`src/rtl/spi_pkg.sv`:
```
// Shared SPI definitions: FSM state encoding and link defaults common to master and slave.
package spi_pkg;

  localparam int          SPI_WIDTH   = 8;
  localparam logic [7:0]  SPI_IDLE_TX = 8'hFF;

  typedef enum logic {
    IDLE   = 1'b0,
    ACTIVE = 1'b1
  } spi_state_e;

endpackage

```
`src/rtl/spi_sync_edge.sv`:
```
// Multi-flop synchroniser for an asynchronous input, followed by rise/fall detection
// on the last two synchronised samples. STAGES must be at least 2.
module spi_sync_edge #(
  parameter int   STAGES  = 2,
  parameter logic RST_VAL = 1'b0
) (
  input  logic clk,
  input  logic rst_n,
  input  logic d_i,
  output logic rise_o,
  output logic fall_o
);

  logic [STAGES-1:0] sync_q;
  logic              prev_q;

  always_ff @(posedge clk or negedge rst_n) begin
    if (!rst_n) begin
      sync_q <= {STAGES{RST_VAL}};
      prev_q <= RST_VAL;
    end else begin
      sync_q <= {sync_q[STAGES-2:0], d_i};
      prev_q <= sync_q[STAGES-1];
    end
  end

  assign rise_o =  sync_q[STAGES-1] & ~prev_q;
  assign fall_o = ~sync_q[STAGES-1] &  prev_q;

endmodule

```
`src/rtl/spi_slave.sv`:
```
// SPI responder (SCLK idle high, shift on fall, sample on rise, MSB first, SS active-low).
// Optional MISO output-enable port is added when SPI_SLAVE_MISO_OE_EN is defined.
module spi_slave
  import spi_pkg::*;
#(
  parameter int               WIDTH       = SPI_WIDTH,
  parameter int               SYNC_STAGES = 2,
  parameter logic [WIDTH-1:0] IDLE_TX     = SPI_IDLE_TX
) (
  input  logic             clk,
  input  logic             rst_n,
  input  logic             SCLK,
  input  logic             SS,
  input  logic             MOSI,
  output logic             MISO,
`ifdef SPI_SLAVE_MISO_OE_EN
  output logic             MISO_oe,
`endif
  input  logic [WIDTH-1:0] tx_data,
  input  logic             tx_valid,
  output logic             tx_ready,
  output logic [WIDTH-1:0] rx_data,
  output logic             rx_valid,
  output logic             busy,
  output logic             frame_err
);

  localparam int CNT_W = $clog2(WIDTH) + 1;

  logic sclk_rise, sclk_fall, ss_rise, ss_fall;
  logic [SYNC_STAGES-1:0] mosi_sync_q;
  logic                   mosi_s;

  spi_sync_edge #(.STAGES(SYNC_STAGES), .RST_VAL(1'b1)) u_sclk_sync (
    .clk    (clk),
    .rst_n  (rst_n),
    .d_i    (SCLK),
    .rise_o (sclk_rise),
    .fall_o (sclk_fall)
  );

  spi_sync_edge #(.STAGES(SYNC_STAGES), .RST_VAL(1'b1)) u_ss_sync (
    .clk    (clk),
    .rst_n  (rst_n),
    .d_i    (SS),
    .rise_o (ss_rise),
    .fall_o (ss_fall)
  );

  // MOSI needs no edge detect; it is sampled when the aligned SCLK rise is seen.
  always_ff @(posedge clk or negedge rst_n) begin
    if (!rst_n) mosi_sync_q <= '0;
    else        mosi_sync_q <= {mosi_sync_q[SYNC_STAGES-2:0], MOSI};
  end
  assign mosi_s = mosi_sync_q[SYNC_STAGES-1];

  spi_state_e       state_q;
  logic [CNT_W-1:0] cnt_q;
  logic [WIDTH-1:0] tx_shift_q;
  logic [WIDTH-2:0] rx_shift_q;
  logic [WIDTH-1:0] rx_data_q;
  logic             rx_valid_q;
  logic             frame_err_q;
  logic             first_edge_q;
  logic [WIDTH-1:0] tx_buf_q;
  logic             tx_full_q;

  logic             tx_accept;
  logic             word_done;
  logic             frame_start;
  logic             reload;
  logic [WIDTH-1:0] reload_word;
  logic [WIDTH-1:0] rx_word;

  assign tx_accept   = tx_valid && !tx_full_q;
  assign frame_start = (state_q == IDLE) && ss_fall;
  assign word_done   = (state_q == ACTIVE) && !ss_rise && sclk_rise &&
                       (cnt_q == CNT_W'(WIDTH - 1));
  assign reload      = frame_start || word_done;
  // A word offered in the same cycle as a reload bypasses the buffer.
  assign reload_word = tx_full_q ? tx_buf_q : (tx_valid ? tx_data : IDLE_TX);
  assign rx_word     = {rx_shift_q, mosi_s};

  always_ff @(posedge clk or negedge rst_n) begin
    if (!rst_n) begin
      tx_buf_q  <= '0;
      tx_full_q <= 1'b0;
    end else if (reload) begin
      tx_full_q <= 1'b0;
    end else if (tx_accept) begin
      tx_buf_q  <= tx_data;
      tx_full_q <= 1'b1;
    end
  end

  always_ff @(posedge clk or negedge rst_n) begin
    if (!rst_n) begin
      state_q      <= IDLE;
      cnt_q        <= '0;
      tx_shift_q   <= '0;
      rx_shift_q   <= '0;
      rx_data_q    <= '0;
      rx_valid_q   <= 1'b0;
      frame_err_q  <= 1'b0;
      first_edge_q <= 1'b0;
    end else begin
      rx_valid_q  <= 1'b0;
      frame_err_q <= 1'b0;
      case (state_q)
        IDLE: begin
          if (ss_fall) begin
            state_q      <= ACTIVE;
            cnt_q        <= '0;
            tx_shift_q   <= reload_word;
            first_edge_q <= 1'b1;
          end
        end
        ACTIVE: begin
          if (ss_rise) begin
            state_q <= IDLE;
            if (cnt_q != '0) frame_err_q <= 1'b1;
          end else begin
            if (sclk_fall) begin
              if (first_edge_q) first_edge_q <= 1'b0;
              else              tx_shift_q   <= {tx_shift_q[WIDTH-2:0], 1'b0};
            end
            if (sclk_rise) begin
              rx_shift_q <= rx_word[WIDTH-2:0];
              if (word_done) begin
                rx_data_q    <= rx_word;
                rx_valid_q   <= 1'b1;
                cnt_q        <= '0;
                tx_shift_q   <= reload_word;
                first_edge_q <= 1'b1;
              end else begin
                cnt_q <= cnt_q + 1'b1;
              end
            end
          end
        end
        default: state_q <= IDLE;
      endcase
    end
  end

  assign MISO      = (state_q == ACTIVE) ? tx_shift_q[WIDTH-1] : 1'b1;
  assign busy      = (state_q == ACTIVE);
  assign tx_ready  = !tx_full_q;
  assign rx_data   = rx_data_q;
  assign rx_valid  = rx_valid_q;
  assign frame_err = frame_err_q;

`ifdef SPI_SLAVE_MISO_OE_EN
  assign MISO_oe = (state_q == ACTIVE);
`endif

endmodule
```
`config.mk`:
```
export PLATFORM = sky130hd
export DESIGN_NAME = spi_slave
export DESIGN_NICKNAME = d
export VERILOG_FILES = /design/src/rtl/spi_pkg.sv /design/src/rtl/spi_sync_edge.sv /design/src/rtl/spi_slave.sv
export SDC_FILE = /design/constraint.sdc
export NUM_CORES = 1
export LEC_CHECK = 0
export CAP_MARGIN = 40
export CORE_MARGIN = 10
export CORE_UTILIZATION = 30
export DETAILED_ROUTE_END_ITERATION = 10
export SETUP_SLACK_MARGIN = 0.15
export SKIP_CTS_REPAIR_TIMING = 1
export SLEW_MARGIN = 20
export SYNTH_ARGS = -nofsm -noshare
export SYNTH_HDL_FRONTEND = slang
export SYNTH_SLANG_ARGS = --single-unit
```
`constraint.sdc`:
```
create_clock -name clk -period 2.7 [get_ports clk]
set_input_delay 0.54 -clock clk [delete_from_list [all_inputs] [get_ports clk]]
set_output_delay 0.54 -clock clk [all_outputs]
set_load 0.01 [all_outputs]
```
==> impl_metrics.ini <==
[route]
drt-total-wl_um = 3830
vias = 1232
dr.max_layer_used = met4
met2_length_um = 1620
wl_met3_um = 290
antenna_left = 0
drtIter0Drc = 24
met1Wirelength_um = 1880
via_per_inst = 4.67
first_pass_iters = 3
route.detailed.drc = 0
avgRoutedWirePerCell_um = 14.5

[critical_path]
cp_top_family = buffers and inverters
slowest_stage = clkdlybuf4s50_1
worstPathRequired_ns = 2.16
worstPathArrival_ns = 1.50
critical_path_buf_inv_count = 1
worst_setup_path_start_kind = flip-flop
cp_max_fo = 12
cpPeakStageDelay_ns = 0.62
path_cells = clkdlybuf4s50_1
worst_setup_path_end_kind = output pin
crit_start = busy$_DFF_PN0_
r2r-start = busy$_DFF_PN0_
crit_type = reg -> out

[finish]
final_nets = 202
nFillCells = 623
num_antenna_cells = 0
drive_gt1_share_pct = 23.5
area_delta_synth_final_pct = 22.2

[floorplan]
coreArea_um2 = 6390
fp.dieW_um = 101
core.rowCount = 29
start_util_pct = 31.1
dieArea_um2 = 10300
boundaryPins = 27
die_y_um = 101

[synthesis]
synthArstFlopShare_pct = 100
syn-cell-area_um2 = 1990
synthXorXnorAreaFrac_pct = 0.441
syn-num-nets = 170
dominantRegCellSynth = dfrtp_1
synthDistinctLibCells = 33
syn_inst = 154
synth_compound_area_share_pct = 8.06
synth_edf_count = 0
yosysTopAreaCell = dfrtp_1
synth_top_area_share_pct = 52.9
ys_ff_latch = 48
synth_fa_ha_area_share_pct = 1.76
synth_top_family_by_area = multiplexers
synth_mux_area_share_pct = 15.4
postSynthAreaPerCell_um2 = 12.9
synthTopCellsByCount = dfrtp_1, mux2_2, inv_1, nand2_1, nor2_1
yosysMostFrequentCell = dfrtp_1
ys_top_cells_by_area = dfrtp_1, mux2_2, dfstp_2, a221oi_1, o22ai_1
ys_seq_area_share_pct = 60.8
yosys_warnings = 0
synthSimpleGateAreaFrac_pct = 9.95

[clocking]
path_clk_slew_ns = 0.09
cts_made_buffers = 5
cts_htree_levels = 2
clk_path_buf_depth = 2
cts_tree = yes
clock-sinks = 48
clockRootBuffer = clkbuf_8
insertion_delay_ns = 0.30

[sta]
hold_ws_ns = 0.318
setup_violations = 0
tightest_slew_ns = 0.600
final.setup.tns_ns = 0
fmax_mhz = 490
skew_ns = 0.0116
final_max_slew_viol_count = 0
min_period_ns = 2.04
hold_viol_final = 0
rsz0062_at_grt = no
min_period_over_period_pct = 75.6
maxSlewHeadroom_pct = 60.0

[global_route]
grt_max_degree = 49
track_usage_pct = 7.84
grt_overflow = 0
grt_pass1_wl_um = 6570
antenna_found_initial = 0
first_global_vias = 1329

[pwr]
leakagePower_nw = 1.11
clockPowerShare_pct = 24.7
intPower_mw = 1.31
vdd_drop_max_mv = 0.400
p_seq_share_pct = 55.2
switchingPower_mw = 0.503
cellPowerDensity_nw_per_um2 = 748
combPwrFrac_pct = 20.0
switching_share_pct = 27.7

[min_path]
hold_class = in -> async

[place]
hpwl_um = 2700
portBuffers = 26
place_congestion = 0.815

[run_status]
status = completed

[run]
drv_cap = 0
## power groups by stage
stage / registers [mW] / logic (mW) / clock network (mW)
2_1_floorplan: 0.987 / 0.255 / 0
3_3_place_gp: 1.01 / 0.359 / 0
3_5_place_dp: 1.02 / 0.373 / 0
4_1_cts: 1.00 / 0.373 / 0.467
5_1_grt: 1.03 / 0.415 / 0.496
6_report: 1.00 / 0.364 / 0.449
## cell type report
class                   instances  area [um2]  area share [%]
flip-flops and latches         48        1210            49.8
inverters                      13        48.8            2.01
repair buffers                 28         270            11.1
well taps                      77        96.3            3.97
clock buffers                   7        86.3            3.56
multi-input cells              90         708            29.2
clock inverters                 1        8.76           0.361
## worst register-to-register path, cell delays in order, from the launching register on
cell and delay, ns:
dfrtp_1 0.59, and3b_1 0.26, and2_4 0.23, nand2_4 0.09, inv_2 0.19, mux2_2 0.36
## per-layer routing
layer	vias up	track usage [%]
met5	-	0
met4	0	1.93
met3	6	3.95
met2	24	11.1
met1	597	10.3
li1	605	-
## final timing paths
path	slack (ns)	cells after the start	end
worst max-delay path	0.66	1	busy
worst min-delay path	0.32	2	tx_shift_q[7]$_DFFE_PN0P_
worst max register to register	0.87	5	rx_data[0]$_DFFE_PN0P_
worst min register to register	0.35	0	u_sclk_sync.sync_q[1]$_DFF_PN1_
max in group asynchronous	1.97	2	tx_shift_q[0]$_DFFE_PN0P_
min in group clk	0.35	0	u_sclk_sync.sync_q[1]$_DFF_PN1_
## kinds of logic after synthesis
family / Yosys count
flops: 48
fa+ha+maj: 3
compound gates: 23
buf+inv: 16
simple gates: 36
xor+xnor: 1
mux: 27
## metrics by stage
stage | cells | setup WS, ns | power (mW) | util, % | area (um2)
after floorplan | 154 | 1.03 | 1.24 | - | 1990
after global placement | 256 | 0.842 | 1.37 | 36.5 | 2330
after detailed placement | 256 | 0.834 | 1.39 | 36.5 | 2330
after CTS | 264 | 0.638 | 1.84 | 38.0 | 2430
after global routing | 264 | 0.593 | 1.94 | 38.0 | 2430
final | 264 | 0.660 | 1.82 | 38.0 | 2430
## cell usage in the layout (no fill, tap or decap), types with 2 or more instances in the layout
cell             count
nand2_1             11
mux2_2              21
mux2_4               2
nand3_1              6
dfrtp_1             42
dfstp_2              6
buf_4                2
clkbuf_8             6
mux2i_1              4
nor2_1               9
and3b_1              2
inv_2                2
o21ai_0              2
ha_1                 2
o22ai_1              7
a21oi_1              3
a21o_1               2
a221oi_1             5
clkdlybuf4s50_1     25
inv_1               11
## registers in the layout (all words and copies together), names as in the netlist, 2 cells and up
name                count
tx_shift_q              8
u_sclk_sync.sync_q      2
u_ss_sync.sync_q        2
tx_buf_q                8
rx_data                 8
cnt_q                   4
rx_shift_q              7
mosi_sync_q             2
(Power assumes the default switching activity.)
